$ cat src/rtl/rem5_pkg.sv
// Shared types and constants for the divide-by-5 serial feeder.
// Latency: n/a (package only).
// Backpressure: n/a (package only).
package rem5_pkg;

    typedef enum logic [1:0] {
        ST_IDLE  = 2'd0,
        ST_SHIFT = 2'd1,
        ST_GAP   = 2'd2
    } ser_state_t;

    localparam int DEF_WIDTH      = 8;
    localparam int DEF_GAP_CYCLES = 2;

    // Width of a length field able to hold 0..width.
    function automatic int calc_len_w(input int width);
        return $clog2(width + 1);
    endfunction

    // Counter must hold width-1 (bit index) and gap-1 (gap cycles left).
    function automatic int calc_cnt_w(input int width, input int gap);
        int m;
        m = (width > gap) ? width : gap;
        return (m < 2) ? 1 : $clog2(m);
    endfunction

endpackage

$ cat src/rtl/rem5_ser_cnt.sv
// Loadable down-counter with zero flag; shared by the bit and gap phases.
// Latency: load/decrement visible one cycle later; zero flag combinational from count.
// Backpressure: none; decrement saturates at zero.
module rem5_ser_cnt #(
    parameter int W = 3
) (
    input  logic         clk,
    input  logic         reset,
    input  logic         load,
    input  logic         dec,
    input  logic [W-1:0] load_val,
    output logic [W-1:0] cnt,
    output logic         zero
);

    // Load takes priority over decrement; hold at zero.
    always_ff @(posedge clk or posedge reset) begin
        if (reset) begin
            cnt <= '0;
        end else if (load) begin
            cnt <= load_val;
        end else if (dec && (cnt != '0)) begin
            cnt <= cnt - W'(1);
        end
    end

    assign zero = (cnt == '0);

endmodule

$ cat src/rtl/rem5_serializer.sv
// Parallel-to-serial feeder (MSb first) for the divide-by-5 detector, with a valid-low gap after each word.
// Latency: first bit one cycle after accept; L bits, then GAP_CYCLES idle cycles; optional REM5_SER_TRIM_ZEROS_EN skips leading zeros.
// Backpressure: in_ready high only in IDLE; serial side has no backpressure and a word is never interrupted.
// The serial bit port is named seq and drives the detector's sequence input.
module rem5_serializer
    import rem5_pkg::*;
#(
    parameter int WIDTH      = DEF_WIDTH,
    parameter int GAP_CYCLES = DEF_GAP_CYCLES,
    // Derived from WIDTH; leave at default.
    parameter int LEN_W      = calc_len_w(WIDTH)
) (
    input  logic             clk,
    input  logic             reset,
    input  logic             in_valid,
    output logic             in_ready,
    input  logic [WIDTH-1:0] data_in,
    input  logic [LEN_W-1:0] len_in,
    output logic             valid,
    output logic             seq,
    output logic             word_done,
    output logic             busy
);

    localparam int               CNT_W   = calc_cnt_w(WIDTH, GAP_CYCLES);
    localparam logic [LEN_W-1:0] WIDTH_L = LEN_W'(WIDTH);

    ser_state_t       state;
    logic [WIDTH-1:0] sreg;
    logic [LEN_W-1:0] len_clamp;
    logic [LEN_W-1:0] eff_len;
    logic [WIDTH-1:0] aligned;
    logic             cnt_load;
    logic             cnt_dec;
    logic [CNT_W-1:0] cnt_load_val;
    logic [CNT_W-1:0] cnt;
    logic             cnt_zero;

    assign in_ready = (state == ST_IDLE);

    // Zero or oversize lengths mean a full-width word.
    always_comb begin
        len_clamp = ((len_in == '0) || (len_in > WIDTH_L)) ? WIDTH_L : len_in;
    end

`ifdef REM5_SER_TRIM_ZEROS_EN
    logic [WIDTH-1:0] masked;

    // Priority-encode the highest set bit inside the L-bit field; all-zero sends one '0'.
    always_comb begin
        masked  = '0;
        eff_len = LEN_W'(1);
        for (int i = 0; i < WIDTH; i++) begin
            if (i < int'(len_clamp)) begin
                masked[i] = data_in[i];
            end
        end
        for (int i = 0; i < WIDTH; i++) begin
            if (masked[i]) begin
                eff_len = LEN_W'(i + 1);
            end
        end
    end
`else
    // Send exactly L bits, leading zeros included.
    always_comb begin
        eff_len = len_clamp;
    end
`endif

    // Left-align the word so the first bit to send sits in the MSb; upper bits fall off.
    always_comb begin
        aligned = data_in << (WIDTH - int'(eff_len));
    end

    // Counter tracks bits left in SHIFT and gap cycles left in GAP.
    always_comb begin
        cnt_load     = 1'b0;
        cnt_dec      = 1'b0;
        cnt_load_val = '0;
        case (state)
            ST_IDLE: begin
                if (in_valid) begin
                    cnt_load     = 1'b1;
                    cnt_load_val = CNT_W'(int'(eff_len) - 1);
                end
            end
            ST_SHIFT: begin
                if (cnt_zero) begin
                    cnt_load     = 1'b1;
                    cnt_load_val = CNT_W'(GAP_CYCLES - 1);
                end else begin
                    cnt_dec = 1'b1;
                end
            end
            ST_GAP: begin
                cnt_dec = !cnt_zero;
            end
            default: begin
                cnt_load = 1'b0;
            end
        endcase
    end

    rem5_ser_cnt #(
        .W(CNT_W)
    ) u_cnt (
        .clk      (clk),
        .reset    (reset),
        .load     (cnt_load),
        .dec      (cnt_dec),
        .load_val (cnt_load_val),
        .cnt      (cnt),
        .zero     (cnt_zero)
    );

    // Main FSM with registered stream outputs.
    always_ff @(posedge clk or posedge reset) begin
        if (reset) begin
            state     <= ST_IDLE;
            sreg      <= '0;
            valid     <= 1'b0;
            seq       <= 1'b0;
            word_done <= 1'b0;
            busy      <= 1'b0;
        end else begin
            word_done <= 1'b0;
            case (state)
                ST_IDLE: begin
                    if (in_valid) begin
                        state <= ST_SHIFT;
                        valid <= 1'b1;
                        seq   <= aligned[WIDTH-1];
                        sreg  <= aligned << 1;
                        busy  <= 1'b1;
                    end
                end
                ST_SHIFT: begin
                    if (cnt_zero) begin
                        state     <= ST_GAP;
                        valid     <= 1'b0;
                        seq       <= 1'b0;
                        word_done <= 1'b1;
                    end else begin
                        seq  <= sreg[WIDTH-1];
                        sreg <= sreg << 1;
                    end
                end
                ST_GAP: begin
                    if (cnt_zero) begin
                        state <= ST_IDLE;
                        busy  <= 1'b0;
                    end
                end
                default: begin
                    state <= ST_IDLE;
                end
            endcase
        end
    end

endmodule

$ cat config.mk
export PLATFORM = sky130hd
export DESIGN_NAME = rem5_serializer
export DESIGN_NICKNAME = d
export VERILOG_FILES = /design/src/rtl/rem5_pkg.sv /design/src/rtl/rem5_ser_cnt.sv /design/src/rtl/rem5_serializer.sv
export SDC_FILE = /design/constraint.sdc
export NUM_CORES = 1
export LEC_CHECK = 0
export ABC_CLOCK_PERIOD_IN_PS = 3500
export BUFFER_PORTS_ARGS = -buffer_cell sky130_fd_sc_hd__clkbuf_2
export CORE_MARGIN = 4
export CORE_UTILIZATION = 52
export DETAILED_ROUTE_END_ITERATION = 8
export GPL_TIMING_DRIVEN = 0
export PLACE_DENSITY = 0.74
export REMOVE_ABC_BUFFERS = 1
export SLEW_MARGIN = 10
export SYNTH_ARGS = -nofsm -noshare
export SYNTH_HDL_FRONTEND = slang
export SYNTH_HIERARCHICAL = 1
export SYNTH_SLANG_ARGS = --single-unit
$ cat constraint.sdc
create_clock -name clk -period 3.5 [get_ports clk]
set_input_delay 0.35 -clock clk [delete_from_list [all_inputs] [get_ports clk]]
set_output_delay 0.35 -clock clk [all_outputs]
set_load 0.01 [all_outputs]
# After elaboration in Yosys (flattened, before gate mapping)
# Index checks and enable logic that the tools add are counted.
# W data, S select, Z words.
[word_totals] reg_bits=17 inputBits=15 output_inout_bits=5
[op_classes] addsub=3 magnitude_cmp=1 eq_ne=6 n_shift=1 mux=26 n_reduce_logical=15
[op_table] op="$shl A8 B32 Y8" count=1
[op_table] op="$mux W8" count=2
[op_table] op="$pmux W8 S2" count=1
[op_table] op="$reduce_and A3 Y1" count=4
[op_table] op="$pmux W1 S2" count=5
[op_table] op="$mux W1" count=9
[op_table] op="$mux W3" count=3
[op_table] op="$ne A2 B2 Y1 const B" count=4
[op_table] op="$mux W2" count=3
[op_table] op="$pmux W2 S3" count=1
[op_table] op="$pmux W3 S2" count=1
[op_table] op="$reduce_bool A2 Y1" count=3
[op_table] op="$sub A3 B1 Y3 const B" count=2
[op_table] op="$sub A4 B4 Y5 const A" count=1
[op_table] op="$gt A4 B4 Y1 const B" count=1
[op_table] op="$logic_not A4 Y1" count=1
[op_table] op="$mux W4" count=1
[op_table] op="$logic_not A3 Y1" count=1
[op_table] op="$reduce_bool A3 Y1" count=1
[op_table] op="$eq A2 B1 Y1 const B" count=1
[op_table] op="$eq A2 B2 Y1 const B" count=1
[op_table] op="$logic_not A2 Y1" count=1
[op_table] op="$reduce_and A2 Y1" count=1
[op_table] op="$logic_and A1 B1 Y1" count=1
[op_table] op="other kinds (2)" count=2

# Longest topological paths before layout
[logic_depth] ltp_word=7 depth_mapped=9 depth_no_buf=8

# Cells and area by module
# The synthesis kept the hierarchy.
[modules_own_cells] mod="rem5_serializer" n_inst=1 cells_each=132 area_per_inst_um2=1076.0 seq_area_each_um2=325.3
[modules_own_cells] mod="rem5_ser_cnt" n_inst=1 cells_each=20 area_per_inst_um2=211.5 seq_area_each_um2=75.1

# Worst setup path after synthesis
# OpenSTA, ideal clock, no wires.
[synth_path] path_type="register to register" from="register u_cnt.cnt[0]" to="register u_cnt.cnt[0]" arrival_time_ns=1.819 required_ns=3.374 slack_ns=1.555 path_stages_with_launch=10 path_buffers=2 path_cell_list="dfrtp_1 -> inv_1 -> ha_1 -> ha_1 -> clkbuf_1 -> nand2_1 -> nand2_1 -> buf_6 -> and2b_4 -> a221o_1"
[synth_lines] element="from (decl)" line_no="rem5_ser_cnt.sv:12" source="output logic [W-1:0] cnt,"
[synth_lines] element="from (signal assigned)" line_no="rem5_ser_cnt.sv:21" source="cnt <= load_val;"
[synth_lines] element="from (signal assigned)" line_no="rem5_ser_cnt.sv:23" source="cnt <= cnt - W'(1);"
[synth_lines] element="$logic_not A3 Y1 *" line_no="rem5_ser_cnt.sv:27" source="assign zero = (cnt == '0);"
[synth_lines] element="net cnt_zero" line_no="rem5_serializer.sv:37" source="logic cnt_zero;"
[synth_lines] element="$mux W1 *" line_no="rem5_serializer.sv:89" source="if (cnt_zero) begin"
[synth_lines] element="$pmux W1 S2 *" line_no="rem5_serializer.sv:81" source="case (state)"
[synth_lines] element="net cnt_load" line_no="rem5_serializer.sv:33" source="logic cnt_load;"
[synth_lines] element="$mux W3 / $reduce_bool A2 Y1 (equally long branches)"
# The timed path passes the listed nets; every way through them passes the cells marked *. The select of a mux whose other input is x is not followed.
# A chain may end at the register's enable or synchronous reset.

# Worst setup path in the final report
[layout_path] from="input len_in[3]" to="register sreg[6]"
[layout_between] elab_chain_len=7
[layout_lines] element="from (decl)" line_no="rem5_serializer.sv:18" source="input logic [LEN_W-1:0] len_in,"
[layout_lines] element="$gt A4 B4 Y1 / $logic_not A4 Y1 (equally long branches)" line_no="rem5_serializer.sv:43" source="len_clamp = ((len_in == '0) || (len_in > WIDTH_L)) ? WIDTH_L : len_in;"
[layout_lines] element="$logic_or A1 B1 Y1" line_no="rem5_serializer.sv:43"
[layout_lines] element="$mux W4 *" line_no="rem5_serializer.sv:43"
[layout_lines] element="$sub A4 B4 Y5 *" line_no="rem5_serializer.sv:73" source="aligned = data_in << (WIDTH - int'(eff_len));"
[layout_lines] element="$shl A8 B32 Y8 *" line_no="rem5_serializer.sv:73"
[layout_lines] element="$mux W8 *" line_no="rem5_serializer.sv:130" source="if (in_valid) begin"
[layout_lines] element="$pmux W8 S2 *" line_no="rem5_serializer.sv:128" source="case (state)"
[layout_lines] element="to (signal assigned)" line_no="rem5_serializer.sv:134" source="sreg <= aligned << 1;"
[layout_lines] element="to (signal assigned)" line_no="rem5_serializer.sv:146" source="sreg <= sreg << 1;"
[layout_lines] element="to (decl)" line_no="rem5_serializer.sv:29" source="logic [WIDTH-1:0] sreg;"
# Every way passes the cells marked *; elsewhere a longest branch is shown, timed or not. The select of a mux whose other input is x is not followed.

==> run summary <==
Buf/Inv on CP: 2
R2R setup slack: 1.29 ns
DRC violations left: 0
Clock share of power: 11.9%
Layout cell share with drive strength beyond 1: 19.76%
Post-synth ARST share: 100.0%
Worst path max stage delay: 0.60 ns
Die Wd: 57.76 um
Kind of end point of the critical path: flop
Top FF cell, synth: dfrtp_1
Crit-path max FO: 11
FF+latch area: 400.4 um^2
DR pass1 iterations: 4
Peak VDD IR: 517.2 uV
Setup bufs post-CTS: 0
Arrival time of the worst setup path: 2.44 ns
Worst min-delay path class: input pin to flop
Slowest cell on crit path: xnor2_1
Mean Syn Cell Area: 8.470 um^2
Slew Limit Headroom: 53.03%
RSZ-0062 raised after global routing: no
Clock root cell: clkbuf_4
FP Rows: 17
Sw Ratio: 45.35%
Number of hold buffers added after CTS: 1
H-tree Lvls: 1
Type of origin of the critical path: input pin
Die Y: 57.76 um
Most common cell after layout, fill and taps aside: clkbuf_2
Clk slew on worst S/H paths: 0.10 ns
Post-synthesis adder-cell area fraction: 5.831%
Clk_lat worst skew: 0.29 ns
# fillers: 201
Synthesis-stage register bit count: 16
Simple-Gate Fraction of Synth Area: 21.67%
Initial Util: 56.57%
Drt total wl: 2.831 mm
Final Cell Area: 0.001414 mm^2
Overflow after GRT: 0
Synth area leaders: dfrtp_1, ha_1, nor2_1, a221o_1, inv_1
Register area share after synthesis: 31.10%
Antenna diodes: 0
Placed inst area: 0.001368 mm^2
Outcome: finished clean
Count of final hold-check violations: 0
Power share of the combinational group: 58.4%
First-pass GRT wire length: 4.726 mm
Largest family of logic cells by synthesized area: compound AO/OA/AOI/OAI gates
Synth warn: 6
Post-synthesis compound-gate area fraction: 28.28%
Clock Path Buffers: 2
Crit-path leading delay family: simple AND/OR/NAND/NOR gates
Worst Skew: 0.005252 ns
Placer congestion estimate: 0.7858
Crit path kind: input pin to flop
Setup_tns: 0 ns
Vias: 1,183
TritonCTS buffer count: 3
Min Tclk post-route: 2.259 ns
Slew Limit Fails: 0
Lkg Pwr: 0.6489 nW
Crit-path cells: clkbuf_2, nor2b_2, inv_4, ha_1, xnor2_1, or2_1, a2111oi_0, a211o_1
Largest net degree at the start of global routing: 18
Core ar.: 0.002276 mm^2
Initial antenna violation count: 0
CTS tree: yes
Number of global-route vias before repair: 1,058
Number of enable flip-flop cells after synthesis: 0
P_int: 0.0005871 W
Top Ports: 20
Top-area cell type share of the netlist area: 31.10%
Share of synthesized area spent on multiplexers: 4.276%
Hpwl dp: 2.119 mm
Crit path required time: 3.69 ns
Post-DR wirelength/cell: 14.52 um
Total Routing Usage GR: 17.34%
Tcrit/Tclk final: 64.54%
Most frequent cells in the layout: clkbuf_2, dfrtp_1, nor2_1
Area of the multi-input gates: 782.0 um^2
Max-Cap Viols: 0
P_sw: 0.0004872 W
Synthesized area: 0.001287 mm^2
Yosys cell types: 44
Syn Inst Count: 152
Final setup viols: 0
Post-Synth XOR/XNOR Area: 0.6803%
Final nets: 189
Flop pwr share: 29.8%
Iteration-0 DRC count of the detailed router: 65
Clk sinks: 16
CTS resizes: 0
Area delta synth->final: 9.816%
Die area: 0.003336 mm^2
Power Density: 759.8 mW/mm^2
Vias per cell: 6.067
Worst-Margin Slew: 0.6995 ns
Max Clk Rate: 442.7 MHz
Antenna-violating nets left: 0
Biggest area consumer among synthesized cells: dfrtp_1
I/O Buffers: 19
==> cell families (layout without fill, tap and decap cells) <==
kind of cell,count (synthesis),count (layout)
AO/OA/AOI/OAI,48,48
XOR/XNOR,1,1
adder cells (fa/ha/maj),6,6
buffers and inverters,23,38
flip-flops,16,16
multiplexers,4,4
AND/OR/NAND/NOR,54,54
==> synth_stat cells (2+ instances only) <==
library cell	count
a32oi_1	2
a21oi_1	9
nor4b_1	3
a22o_1	3
nand3_1	3
a221o_1	5
o211ai_1	4
o21ai_0	6
nand2_1	13
nand2b_1	7
and2_1	3
dfrtp_1	16
buf_6	2
clkbuf_1	6
inv_1	13
mux2_2	2
nor2_1	15
ha_1	6
a22oi_2	2
a31oi_1	4
nor2b_1	5
==> worst paths after layout <==
kind | to | cells past startpoint | startpoint
worst max register to register | u_cnt/cnt[0]$_DFFE_PP0P_ | 7 | u_cnt/cnt[0]$_DFFE_PP0P_
worst max-delay path | sreg[6]$_DFFE_PP0P_ | 8 | len_in[3]
max in group asynchronous | sreg[1]$_DFFE_PP0P_ | 3 | reset
worst min register to register | sreg[1]$_DFFE_PP0P_ | 2 | sreg[1]$_DFFE_PP0P_
worst min-delay path | sreg[1]$_DFFE_PP0P_ | 3 | data_in[0]
min in group asynchronous | u_cnt/cnt[2]$_DFFE_PP0P_ | 3 | reset
==> through the flow <==
stage | std cells | setup WS [ns] | utilization (%) | hold WS (ns) | total power [W]
finish | 195 | 1.241 | 62.12 | 0.4063 | 0.001074
floorplan | 143 | 1.384 | - | 0.1036 | 0.0007893
CTS | 195 | 1.253 | 62.12 | 0.4016 | 0.001077
detailed placement | 190 | 0.9630 | 60.09 | 0.2203 | 0.0009458
global placement | 190 | 0.9958 | 60.09 | 0.2172 | 0.0009172
global route | 195 | 1.034 | 62.12 | 0.4246 | 0.001172
==> layout make-up <==
type	count	area share, %
Inverter	14	3.894
Multi-Input combinational cell	113	55.31
Sequential cell	16	28.32
Timing Repair Buffer	20	7.434
Clock buffer	4	2.566
Tap cell	28	2.478
==> power groups by stage <==
stage	logic (W)	clock network (W)	registers (W)
after detailed placement	0.000622	0	0.000323
after global placement	0.000598	0	0.000319
after global routing	0.000707	0.000136	0.000329
final	0.000627	0.000127	0.000320
after CTS	0.000627	0.000130	0.000320
after floorplan	0.000470	0	0.000319
==> metal layers <==
layer / part of all wire, % / track usage [%] / wire length [um]
met2: 48 / 28.06 / 1357
met1: 47 / 24.25 / 1320
met5: 0 / 0 / 0
met4: 0.78 / 1.987 / 22
met3: 4.6 / 4.009 / 130
==> flip-flops by register name, summed over array words and instances, names as in the netlist <==
register   flops
sreg           7
busy           1
u_cnt/cnt      3
seq            1
state          2
word_done      1
valid          1
==> worst min-delay path, cell delays in order <==
cell and delay [ns]:
clkbuf_2 0.10, o211ai_1 0.14, o41ai_1 0.08
Power figures use the tool's default switching activity.
